===== src/rtl/clksplit_multi.sv =====
// clksplit_multi: multi-channel programmable clock-enable generator.
// Each channel emits a periodic enable level (cke) and a period-start pulse
// (tick). New period/high-time settings are staged in a shadow register and
// take effect only at a period boundary, so the output never glitches.
// Optional build macro: CLKSPLIT_SYNC_EN adds a 'sync' input that restarts
// the phase of every running channel at once.
module clksplit_multi #(
  parameter int CH         = 4,
  parameter int W          = 26,
  parameter int DEF_PERIOD = 50000000,
  parameter int DEF_HIGH   = 25000000,
  localparam int CW        = (CH > 1) ? $clog2(CH) : 1
) (
  input  logic          clk,
  input  logic          rst_,
`ifdef CLKSPLIT_SYNC_EN
  input  logic          sync,
`endif
  input  logic [CH-1:0] ena,
  input  logic          cfg_we,
  input  logic [CW-1:0] cfg_ch,
  input  logic [W-1:0]  cfg_period,
  input  logic [W-1:0]  cfg_high,
  output logic [CH-1:0] cke,
  output logic [CH-1:0] tick,
  output logic [CH-1:0] pending
);

  localparam logic [W-1:0] RST_PERIOD = W'(DEF_PERIOD);
  localparam logic [W-1:0] RST_HIGH   = W'(DEF_HIGH);

  // A write addressed past the last channel must not touch any state, even
  // when the select field is wide enough to encode such an index.
  logic cfg_valid;
  assign cfg_valid = (32'(cfg_ch) < 32'(CH));

  for (genvar i = 0; i < CH; i++) begin : g_ch
    localparam logic [CW-1:0] IDX = CW'(i);

    logic [W-1:0] cnt;
    logic [W-1:0] p_act;
    logic [W-1:0] h_act;
    logic [W-1:0] p_sh;
    logic [W-1:0] h_sh;
    logic         pend_r;
    logic         cke_r;
    logic         tick_r;

    logic wr;
    logic run;
    logic wrap;
    logic boundary;
    logic apply;

    // A channel only counts while enabled and not halted by a zero period.
    assign wr   = cfg_we && cfg_valid && (cfg_ch == IDX);
    assign run  = ena[i] && (p_act != '0);
    assign wrap = run && (cnt == (p_act - W'(1)));

`ifdef CLKSPLIT_SYNC_EN
    // sync makes every running channel behave as if it were at its wrap edge.
    assign boundary = wrap || (run && sync);
`else
    assign boundary = wrap;
`endif

    // Idle channels take staged settings at once; running ones only at a boundary.
    assign apply = boundary || !run;

    // Phase counter: restarts on idle or boundary, otherwise advances by one.
    always_ff @(posedge clk) begin
      if (rst_) begin
        cnt <= '0;
      end else if (!run || boundary) begin
        cnt <= '0;
      end else begin
        cnt <= cnt + W'(1);
      end
    end

    // Shadow/active configuration; the apply uses the shadow as it stood
    // before this edge, so a write landing on an apply edge stays pending.
    always_ff @(posedge clk) begin
      if (rst_) begin
        p_act  <= RST_PERIOD;
        h_act  <= RST_HIGH;
        p_sh   <= RST_PERIOD;
        h_sh   <= RST_HIGH;
        pend_r <= 1'b0;
      end else begin
        if (apply && pend_r) begin
          p_act <= p_sh;
          h_act <= h_sh;
        end
        if (wr) begin
          p_sh   <= cfg_period;
          h_sh   <= cfg_high;
          pend_r <= 1'b1;
        end else if (apply) begin
          pend_r <= 1'b0;
        end
      end
    end

    // Registered outputs derived from the counter value present at this edge.
    always_ff @(posedge clk) begin
      if (rst_) begin
        cke_r  <= 1'b0;
        tick_r <= 1'b0;
      end else begin
        cke_r  <= run && (cnt < h_act);
        tick_r <= run && (cnt == '0);
      end
    end

    assign cke[i]     = cke_r;
    assign tick[i]    = tick_r;
    assign pending[i] = pend_r;
  end

endmodule


===== config.mk =====
export PLATFORM = sky130hd
export DESIGN_NAME = clksplit_multi
export DESIGN_NICKNAME = d
export VERILOG_FILES = /design/src/rtl/clksplit_multi.sv
export SDC_FILE = /design/constraint.sdc
export NUM_CORES = 1
export LEC_CHECK = 0
export ABC_CLOCK_PERIOD_IN_PS = 5800
export CAP_MARGIN = 10
export CELL_PAD_IN_SITES_DETAIL_PLACEMENT = 0
export CELL_PAD_IN_SITES_GLOBAL_PLACEMENT = 1
export CORE_UTILIZATION = 53
export CTS_CLUSTER_DIAMETER = 60
export DETAILED_ROUTE_END_ITERATION = 6
export DONT_BUFFER_PORTS = 1
export GPL_TIMING_DRIVEN = 0
export PLACE_DENSITY = 0.86
export SYNTH_ARGS = -nofsm -noshare
export SYNTH_HDL_FRONTEND = slang
export SYNTH_SLANG_ARGS = --single-unit

===== constraint.sdc =====
create_clock -name clk -period 5.8 [get_ports clk]
set_clock_uncertainty 0.05 [all_clocks]
set_input_delay 1.16 -clock clk [delete_from_list [all_inputs] [get_ports clk]]
set_output_delay 1.16 -clock clk [all_outputs]
set_load 0.01 [all_outputs]

==> results of run 1 <==
power breakdown:
part	switching (mW)	internal (mW)
combinational	0.247	0.152
clock	1.57	2.44
sequential	0.0500	3.73
total	1.87	6.32
through the flow:
step | power, mW | instances
floorplan | 4.13 | 3322
global placement | 4.24 | 4002
detailed placement | 4.25 | 4002
CTS | 8.22 | 4108
global route | 8.41 | 4108
finish | 8.19 | 4111
critical path, cell delays in order (launching register included):
cell	delay (ns)
dfxtp_1	0.29
clkbuf_1	0.19
nor4_1	0.91
nand2_1	0.49
xor2_1	0.26
a2111oi_0	0.41
nand4_1	0.16
or4_1	0.54
o21bai_2	0.47
buf_2	0.32
nor2_1	0.07
cell usage in the layout, fill, tap and decap left out, types with 11 or more instances in the layout:
master       n
inv_1      142
clkbuf_16   61
dfxtp_1    532
nand4_1     57
nand2b_1   239
ha_1       116
xnor2_1    125
buf_2       11
clkbuf_1   167
a21o_1      53
nor2_1     357
a211oi_1    11
buf_4       15
or4_1       23
mux2i_1    214
and3_1      26
nor4_1      41
nand2_1    487
nand3_1     55
buf_6       22
xor2_1     100
a21oi_1    144
or3_1       13
nor3_1      74
nor2b_1     16
nor4b_1     14
o21ai_0     27
nand3b_1   101
cell families (layout without fill, tap and decap cells):
family / Yosys count / in the layout / synth area share (%)
buf+inv: 349 / 455 / 5.58
flops: 532 / 532 / 38.4
simple gates: 1560 / 1560 / 28.3
other cells: 0 / 3 / 0
xor+xnor: 226 / 226 / 7.19
compound gates: 323 / 323 / 7.46
fa+ha+maj: 116 / 116 / 5.24
mux: 216 / 216 / 7.81
state kept, by name (all words and copies together), names as in the netlist:
signal	flops
g_ch.cnt	104
g_ch.h_act	104
g_ch.h_sh	104
g_ch.p_act	104
g_ch.p_sh	104
g_ch.cke_r	4
g_ch.pend_r	4
g_ch.tick_r	4
area by class of cell:
class	instances	share of cell area [%]
antenna	3	0.0245
sequential	532	34.8
buffer	207	3.30
inverter	142	1.74
tap	680	2.78
clock inverter	24	1.19
multi-input combinational	2441	50.6
clock buffer	82	5.57
synth_stat cells (23+ instances only):
cell type	number
o21ai_0	27
and3_1	26
a21oi_1	144
xnor2_1	125
xor2_1	100
nor4_1	41
nor2_1	357
nand2_1	487
or4_1	23
nand3b_1	101
nand2b_1	239
dfxtp_1	532
nor3_1	74
a21o_1	53
nand4_1	57
clkbuf_1	156
mux2i_1	214
nand3_1	55
inv_1	142
ha_1	116
metal layers:
metal  up-vias  share of wire (%)
li1      11300                  -
met1     11300                 43
met2       763                 45
met3       166                8.2
met4         2                3.5
met5         -               0.16
worst paths after layout:
check / startpoint / endpoint / slack (ns) / cells after the start
max: g_ch[0].p_act[2] / g_ch[0].cnt[21] / 1.49 / 10
max reg2reg: g_ch[0].p_act[2] / g_ch[0].cnt[21] / 1.49 / 10
min reg2reg: g_ch[2].p_sh[11] / g_ch[2].p_sh[11] / 0.41 / 2
min: g_ch[2].p_sh[11] / g_ch[2].p_sh[11] / 0.41 / 2
==> flow_metrics.env, run 1 <==
export IMPL_status="completed"
export IMPL_ys_warn_count=0
export IMPL_syn_inst=3322
export IMPL_htree_levels=2
export IMPL_grt_remaining_overflow=0
export IMPL_grt_pass1_wl_mm=128
export IMPL_synth_top_cell_by_area="dfxtp_1"
export IMPL_syn_area_per_cell_um2=8.34
export IMPL_min_path_type="register to register"
export IMPL_ant_nets=0
export IMPL_register_area_um2=10700
export IMPL_met3_usage_pct=7.24
export IMPL_tightest_slew_ns=1.41
export IMPL_start_util_pct=53.8
export IMPL_numPortBuffers=0
export IMPL_clock_sinks=532
export IMPL_start_kind="register"
export IMPL_p_per_area_nw_per_um2=267
export IMPL_synth_top_area_share_pct=38.4
export IMPL_clk_path_buf_depth=3
export IMPL_fp_coreArea_um2=51500
export IMPL_crit_arrival_ns=4.77
export IMPL_crit_required_ns=6.26
export IMPL_cp_end_kind="register"
export IMPL_synth_seq_cells=532
export IMPL_synth_edf_count=0
export IMPL_drv_slew=0
export IMPL_drive_gt1_share_pct=5.19
export IMPL_num_rows=83
export IMPL_dieArea_um2=53200
export IMPL_drt_pass1_iter_count=5
export IMPL_rsz0062_at_grt="false"
export IMPL_syn_nets=3499
export IMPL_tns_ns=0
export IMPL_die_w_um=231
export IMPL_path_class="register to register"
export IMPL_cts_resized_gates=0
export IMPL_fmax_mhz=232
export IMPL_cts_tree="yes"
export IMPL_grt_max_degree=15
export IMPL_route_detailed_drc=0
export IMPL_areaGrowthSynthToFinish_pct=10.6
export IMPL_grt_busiest_layer="met2"
export IMPL_cts_buffers=58
export IMPL_leakagePower_nw=12.0
export IMPL_stdcell_area_um2=30600
export IMPL_antenna_found_initial=1
export IMPL_ys_seq_area_share_pct=38.4
export IMPL_place_area_um2=28600
export IMPL_cp_max_fo=10
export IMPL_track_usage_pct=31.0
export IMPL_async_reset_ff_share_pct=0
export IMPL_via_per_inst=5.72
export IMPL_layout_setup_ws_ns=1.49
export IMPL_setup_viol=0
export IMPL_via_count=23500
export IMPL_pre_cts_ws_ns=0.963
export IMPL_drv_cap=0
export IMPL_fp_dieH_um=231
export IMPL_synth_cell_types=78
export IMPL_hold_viol=0
export IMPL_multi_input_area_um2=15500
export IMPL_ir_worst_vdd_uv=277
export IMPL_root_buffer="clkbuf_16"
export IMPL_post_route_min_period_ns=4.31
export IMPL_relSlewSlack_pct=6.05
export IMPL_period_share_pct=74.3
export IMPL_grt_pass1_vias=22700
export IMPL_drt_iter0_drc=1744
export IMPL_gr_usage_met1_pct=40.1
export IMPL_synth_flop_cell="dfxtp_1"
export IMPL_wl_per_cell_um=20.4
export IMPL_fin_hold_ws_ns=0.407
export IMPL_cts_hold_buffers_added=0
export IMPL_n_fill_cell=4707
export IMPL_place_congestion=0.956
export IMPL_cts_clk_slew_worst_paths_ns=0.06
export IMPL_clk_insertion_delay_late_ns=0.64
export IMPL_grtUsageMet2_pct=50.0
export IMPL_synthesis_area_um2=27700
export IMPL_fin_util_pct=59.5
export IMPL_totalWireLength_mm=83.8
export IMPL_synth_top_cells_by_area="dfxtp_1 38%, mux2i_1 7.7%, nand2_1 6.6%"
export IMPL_io_pins=73
export IMPL_nets=3559
export IMPL_cts_setup_buffers=0
export IMPL_dp_hpwl_mm=63.4
(Power assumes the default switching activity.)
==> run 2, diff against run 1 <==
==> config.mk (replaced) <==
export PLATFORM = sky130hd
export DESIGN_NAME = clksplit_multi
export DESIGN_NICKNAME = d
export VERILOG_FILES = /design/src/rtl/clksplit_multi.sv
export SDC_FILE = /design/constraint.sdc
export NUM_CORES = 1
export LEC_CHECK = 0
export ABC_CLOCK_PERIOD_IN_PS = 4000
export CAP_MARGIN = 10
export CELL_PAD_IN_SITES_DETAIL_PLACEMENT = 0
export CELL_PAD_IN_SITES_GLOBAL_PLACEMENT = 1
export CORE_UTILIZATION = 49
export CTS_CLUSTER_DIAMETER = 60
export DETAILED_ROUTE_END_ITERATION = 6
export DONT_BUFFER_PORTS = 1
export GPL_TIMING_DRIVEN = 0
export PLACE_DENSITY = 0.8
export SYNTH_ARGS = -nofsm -noshare
export SYNTH_HDL_FRONTEND = slang
export SYNTH_SLANG_ARGS = --single-unit
==> constraint.sdc (replaced) <==
create_clock -name clk -period 4 [get_ports clk]
set_clock_uncertainty 0.05 [all_clocks]
set_input_delay 0.8 -clock clk [delete_from_list [all_inputs] [get_ports clk]]
set_output_delay 0.8 -clock clk [all_outputs]
set_load 0.01 [all_outputs]
==> flow_metrics.env, run 2 (synthesized netlist as in run 1, its figures left out) <==
export IMPL_post_route_min_period_ns=3.87
export IMPL_grt_remaining_overflow=0
export IMPL_htree_levels=2
export IMPL_layout_setup_ws_ns=0.132
export IMPL_cts_tree="yes"
export IMPL_ant_nets=0
export IMPL_rsz0062_at_grt="false"
export IMPL_clk_path_buf_depth=3
export IMPL_grt_pass1_vias=22500
export IMPL_via_per_inst=5.58
export IMPL_dp_cells=4071
export IMPL_wl_per_cell_um=20.4
export IMPL_drive_gt1_share_pct=5.34
export IMPL_regToRegEndpoint="g_ch[1].h_act[0]"
export IMPL_r2r_cells=11
export IMPL_fmax_mhz=259
export IMPL_ir_worst_vdd_uv=317
export IMPL_areaGrowthSynthToFinish_pct=10.8
export IMPL_hold_path_cell_count=2
export IMPL_die_w_um=240
export IMPL_mostFrequentLayoutCells="532 x dfxtp_1, 487 x nand2_1, 357 x nor2_1"
export IMPL_nets=3562
export IMPL_track_usage_pct=29.4
export IMPL_via_count=23300
export IMPL_drt_iter0_drc=1815
export IMPL_cp_end_kind="register"
export IMPL_place_area_um2=28700
export IMPL_cts_hold_buffers_added=0
export IMPL_min_from="cfg_high[18]"
export IMPL_grt_max_degree=15
export IMPL_antenna_found_initial=3
export IMPL_cts_buffers=58
export IMPL_setup_viol=0
export IMPL_clk_insertion_delay_late_ns=0.64
export IMPL_drv_slew=0
export IMPL_totalWireLength_mm=85.1
export IMPL_root_buffer="clkbuf_16"
export IMPL_drv_cap=0
export IMPL_place_congestion=0.936
export IMPL_dieArea_um2=57500
export IMPL_violations="DRC"
export IMPL_fp_dieH_um=240
export IMPL_final_common_cell="dfxtp_1"
export IMPL_period_share_pct=96.7
export IMPL_cts_clk_slew_worst_paths_ns=0.06
export IMPL_numPortBuffers=0
export IMPL_num_rows=86
export IMPL_route_detailed_drc=3
export IMPL_leakagePower_nw=12.0
export IMPL_relSlewSlack_pct=15.2
export IMPL_crit_arrival_ns=4.37
export IMPL_rrSetupSlack_ns=0.24
export IMPL_pre_cts_ws_ns=-0.446
export IMPL_min_path_type="input port to register"
export IMPL_worstHoldEndpoint="g_ch[3].h_sh[18]"
export IMPL_tightest_slew_ns=1.27
export IMPL_start_kind="input port"
export IMPL_regToRegStartpoint="g_ch[1].p_act[0]"
export IMPL_status="finished, violations left"
export IMPL_drt_pass1_iter_count=7
export IMPL_hold_viol=0
export IMPL_grt_pass1_wl_mm=129
export IMPL_path_class="input port to register"
export IMPL_fp_coreArea_um2=55500
export IMPL_fin_hold_ws_ns=0.236
export IMPL_clock_sinks=532
export IMPL_p_per_area_nw_per_um2=376
export IMPL_crit_required_ns=4.50
export IMPL_io_pins=73
export IMPL_stdcell_area_um2=30700
export IMPL_crit_start="rst_"
export IMPL_dp_hpwl_mm=65.0
export IMPL_cp_max_fo=10
export IMPL_start_util_pct=49.9
export IMPL_final_cells=4179
[run 2: layer usage]
metal | track usage [%] | vias up | share of wire, % | routed length [µm]
met1 | 37.8 | 11200 | 43 | 36800
met4 | 8.41 | 4 | 2.5 | 2110
met2 | 48.3 | 701 | 46 | 38900
met3 | 7.71 | 133 | 8.4 | 7150
li1 | - | 11300 | - | -
met5 | 0 | - | 0.088 | 75
[run 2: through the flow]
| step | utilization [%] | setup TNS, ns | power (mW) |
|---|---|---|---|
| after floorplan | - | 0 | 5.99 |
| after global placement | 51.6 | -8.12 | 6.15 |
| after detailed placement | 51.6 | -17.70 | 6.17 |
| after CTS | 55.1 | 0 | 11.6 |
| after global routing | 55.3 | 0 | 11.9 |
| final | 55.3 | 0 | 11.5 |
[run 2: final cells by class]
type,instances,area [µm²]
Fill cell,5249,24800
Multi-Input combinational cell,2441,15600
Sequential cell,532,10700
Clock buffer,78,1640
Buffer,207,1010
Tap cell,748,936
Inverter,142,533
Clock inverter,23,292
Timing Repair Buffer,3,30.0
Antenna cell,5,12.5
[run 2: power by group]
group	switching, mW	leakage [nW]	internal [mW]	total (mW)
sequential	0.0740	4.32	5.41	5.48
clock	2.24	0.946	3.24	5.48
combinational	0.357	6.74	0.223	0.580
total	2.67	12.0	8.87	11.5
[run 2: critical path: stages]
cell	delay [ns]
clkbuf_1	0.91
clkbuf_1	0.83
clkbuf_1	0.77
clkbuf_1	0.78
nor2_1	0.09
mux2i_1	0.16
[run 2: what timing repair did]
action	4_1_cts	5_1_grt
pin swaps	0	1
gates resized for setup	3	12
setup buffers	0	2
hold endpoints to repair	0	0
setup endpoints to repair	80	253
[run 2: worst max-delay path by stage]
stage	cells past startpoint	slack, ns	to
final	6	0.13	g_ch[1].p_act[22]
after floorplan	11	0.87	g_ch[2].h_act[0]
after global placement	6	-0.37	g_ch[1].p_act[22]
after CTS	11	0.02	g_ch[2].h_act[9]
after global routing	12	0.04	g_ch[1].p_act[20]
after detailed placement	6	-0.45	g_ch[1].p_act[22]
==> run 3, diff against run 2 <==
==> config.mk (replaced) <==
export PLATFORM = sky130hd
export DESIGN_NAME = clksplit_multi
export DESIGN_NICKNAME = d
export VERILOG_FILES = /design/src/rtl/clksplit_multi.sv
export SDC_FILE = /design/constraint.sdc
export NUM_CORES = 1
export LEC_CHECK = 0
export CAP_MARGIN = 10
export CELL_PAD_IN_SITES_DETAIL_PLACEMENT = 0
export CELL_PAD_IN_SITES_GLOBAL_PLACEMENT = 1
export CORE_UTILIZATION = 32
export CTS_CLUSTER_DIAMETER = 60
export DETAILED_ROUTE_END_ITERATION = 6
export DONT_BUFFER_PORTS = 1
export GPL_TIMING_DRIVEN = 0
export PLACE_DENSITY = 0.56
export SYNTH_ARGS = -nofsm -noshare
export SYNTH_HDL_FRONTEND = slang
export SYNTH_SLANG_ARGS = --single-unit
==> flow_metrics.env, run 3 (synthesized netlist as in run 1, its figures left out) <==
export IMPL_wl_per_cell_um=21.2
export IMPL_pre_cts_ws_ns=-0.383
export IMPL_clk_path_buf_depth=3
export IMPL_via_count=23100
export IMPL_r2r_cells=11
export IMPL_start_kind="register"
export IMPL_n_fill_cell=8904
export IMPL_ir_worst_vdd_uv=249
export IMPL_register_area_um2=10700
export IMPL_grt_remaining_overflow=0
export IMPL_fp_coreArea_um2=85400
export IMPL_crit_start="g_ch[0].p_act[2]"
export IMPL_drt_iter0_drc=1509
export IMPL_min_from="cfg_period[14]"
export IMPL_fmax_mhz=265
export IMPL_drv_slew=0
export IMPL_grt_pass1_wl_mm=145
export IMPL_period_share_pct=94.2
export IMPL_rsz0062_at_grt="false"
export IMPL_leakagePower_nw=12.2
export IMPL_crit_required_ns=4.47
export IMPL_fp_dieH_um=296
export IMPL_clk_insertion_delay_late_ns=0.61
export IMPL_antenna_found_initial=5
export IMPL_via_per_inst=5.02
export IMPL_cts_clk_slew_worst_paths_ns=0.06
export IMPL_die_w_um=296
export IMPL_clock_sinks=532
export IMPL_route_detailed_drc=0
export IMPL_grt_max_degree=13
export IMPL_place_congestion=0.881
export IMPL_path_class="register to register"
export IMPL_areaGrowthSynthToFinish_pct=13.9
export IMPL_regToRegStartpoint="g_ch[0].p_act[2]"
export IMPL_hold_viol=0
export IMPL_layout_setup_ws_ns=0.233
export IMPL_tightest_slew_ns=1.24
export IMPL_p_per_area_nw_per_um2=392
export IMPL_setup_viol=0
export IMPL_dieArea_um2=87800
export IMPL_nets=3576
export IMPL_cts_hold_buffers_added=0
export IMPL_regToRegEndpoint="g_ch[0].p_act[23]"
export IMPL_critPathMaxStageDelay_ns=0.57
export IMPL_num_rows=107
export IMPL_post_route_min_period_ns=3.77
export IMPL_grt_pass1_vias=22700
export IMPL_rrSetupSlack_ns=0.23
export IMPL_track_usage_pct=22.1
export IMPL_io_pins=73
export IMPL_totalWireLength_mm=97.2
export IMPL_dp_hpwl_mm=74.2
export IMPL_start_util_pct=32.4
export IMPL_cp_max_fo=10
export IMPL_final_common_cell="dfxtp_1"
export IMPL_cp_cell_sequence="clkbuf_1, nor4_4, nand2_1, xor2_1, a2111oi_0, nand4_1, or4_1, o21ai_1, buf_4, buf_6, mux2i_1"
export IMPL_crit_arrival_ns=4.24
export IMPL_cts_buffers=69
export IMPL_numPortBuffers=0
export IMPL_fin_util_pct=36.9
export IMPL_slowest_stage="or4_1"
export IMPL_drv_cap=0
export IMPL_root_buffer="clkbuf_16"
export IMPL_cp_end_kind="register"
export IMPL_hold_path_cell_count=2
export IMPL_ant_nets=0
export IMPL_status="completed"
export IMPL_cts_tree="yes"
export IMPL_drt_pass1_iter_count=6
export IMPL_multi_input_area_um2=15600
export IMPL_min_path_type="input port to register"
export IMPL_relSlewSlack_pct=17.2
export IMPL_drive_gt1_share_pct=5.94
export IMPL_htree_levels=3
export IMPL_worstHoldEndpoint="g_ch[1].p_sh[14]"
export IMPL_mostFrequentLayoutCells="532 x dfxtp_1, 487 x nand2_1, 357 x nor2_1"
==> run 3: cell count changes in the layout (fill, tap and decap cells not counted), moves of 2 or more <==
cell and delta:
clkbuf_16 +11, clkinv_2 +4, inv_6 +4, buf_4 +2
clkbuf_1 +2, diode_2 -2, nor4_2 +2
==> run 3: report_power, final <==
group	total [mW]	switching (mW)	internal, mW
combinational	0.597	0.372	0.224
clock	6.28	2.51	3.77
sequential	5.48	0.0715	5.41
==> run 3: worst max-delay path: cells and delay by family (launching register included) <==
family / cells / cell delay, ns
compound gates: 2 / 0.70
xor+xnor: 1 / 0.24
simple gates: 4 / 1.54
mux: 1 / 0.21
flops: 1 / 0.29
buf+inv: 3 / 0.66
==> run 3: through the flow <==
stage | instance area (µm²) | std cells | setup TNS (ns) | power (mW) | hold WS (ns)
3_5_place_dp | 29200 | 4468 | -12.88 | 6.19 | 0.397
3_3_place_gp | 29100 | 4466 | -36.53 | 6.18 | 0.392
4_1_cts | 31500 | 4590 | 0 | 12.5 | 0.230
5_1_grt | 31500 | 4594 | 0 | 12.8 | 0.239
2_1_floorplan | 27700 | 3322 | 0 | 5.99 | 0.387
6_report | 31600 | 4597 | 0 | 12.4 | 0.260
==> run 3: timing repair <==
| action | in CTS | in global routing |
|---|---|---|
| setup endpoints to repair | 72 | 239 |
| setup buffers | 0 | 4 |
| resized for setup | 3 | 11 |
| pin swaps | 0 | 1 |
==> run 3: how the worst max path moves through the flow <==
stage	depth (start not counted)	to
6_report	11	g_ch[0].p_act[23]
5_1_grt	11	g_ch[0].p_act[23]
4_1_cts	10	g_ch[0].cnt[21]
3_5_place_dp	7	g_ch[1].p_act[22]
3_3_place_gp	6	g_ch[3].p_act[23]
2_1_floorplan	11	g_ch[2].h_act[0]
==> run 3: cell type report <==
class	count	area share (%)
multi-input cells	2441	49.4
flip-flops and latches	532	33.7
clock buffers	90	6.04
well taps	1144	4.54
plain buffers	207	3.21
inverters	142	1.69
clock inverters	32	1.16
repair buffers	6	0.190
diodes	3	0.0238
==> run 3: routing by layer <==
metal / vias up / part of all wire, % / GRT usage (%) / routed length [µm]
met5: - / 0.046 / 0 / 45
met4: 6 / 2.5 / 6.07 / 2470
met3: 132 / 5.6 / 4.83 / 5400
met2: 479 / 45 / 35.9 / 44000
met1: 11100 / 47 / 29.4 / 45300
li1: 11400 / - / - / -
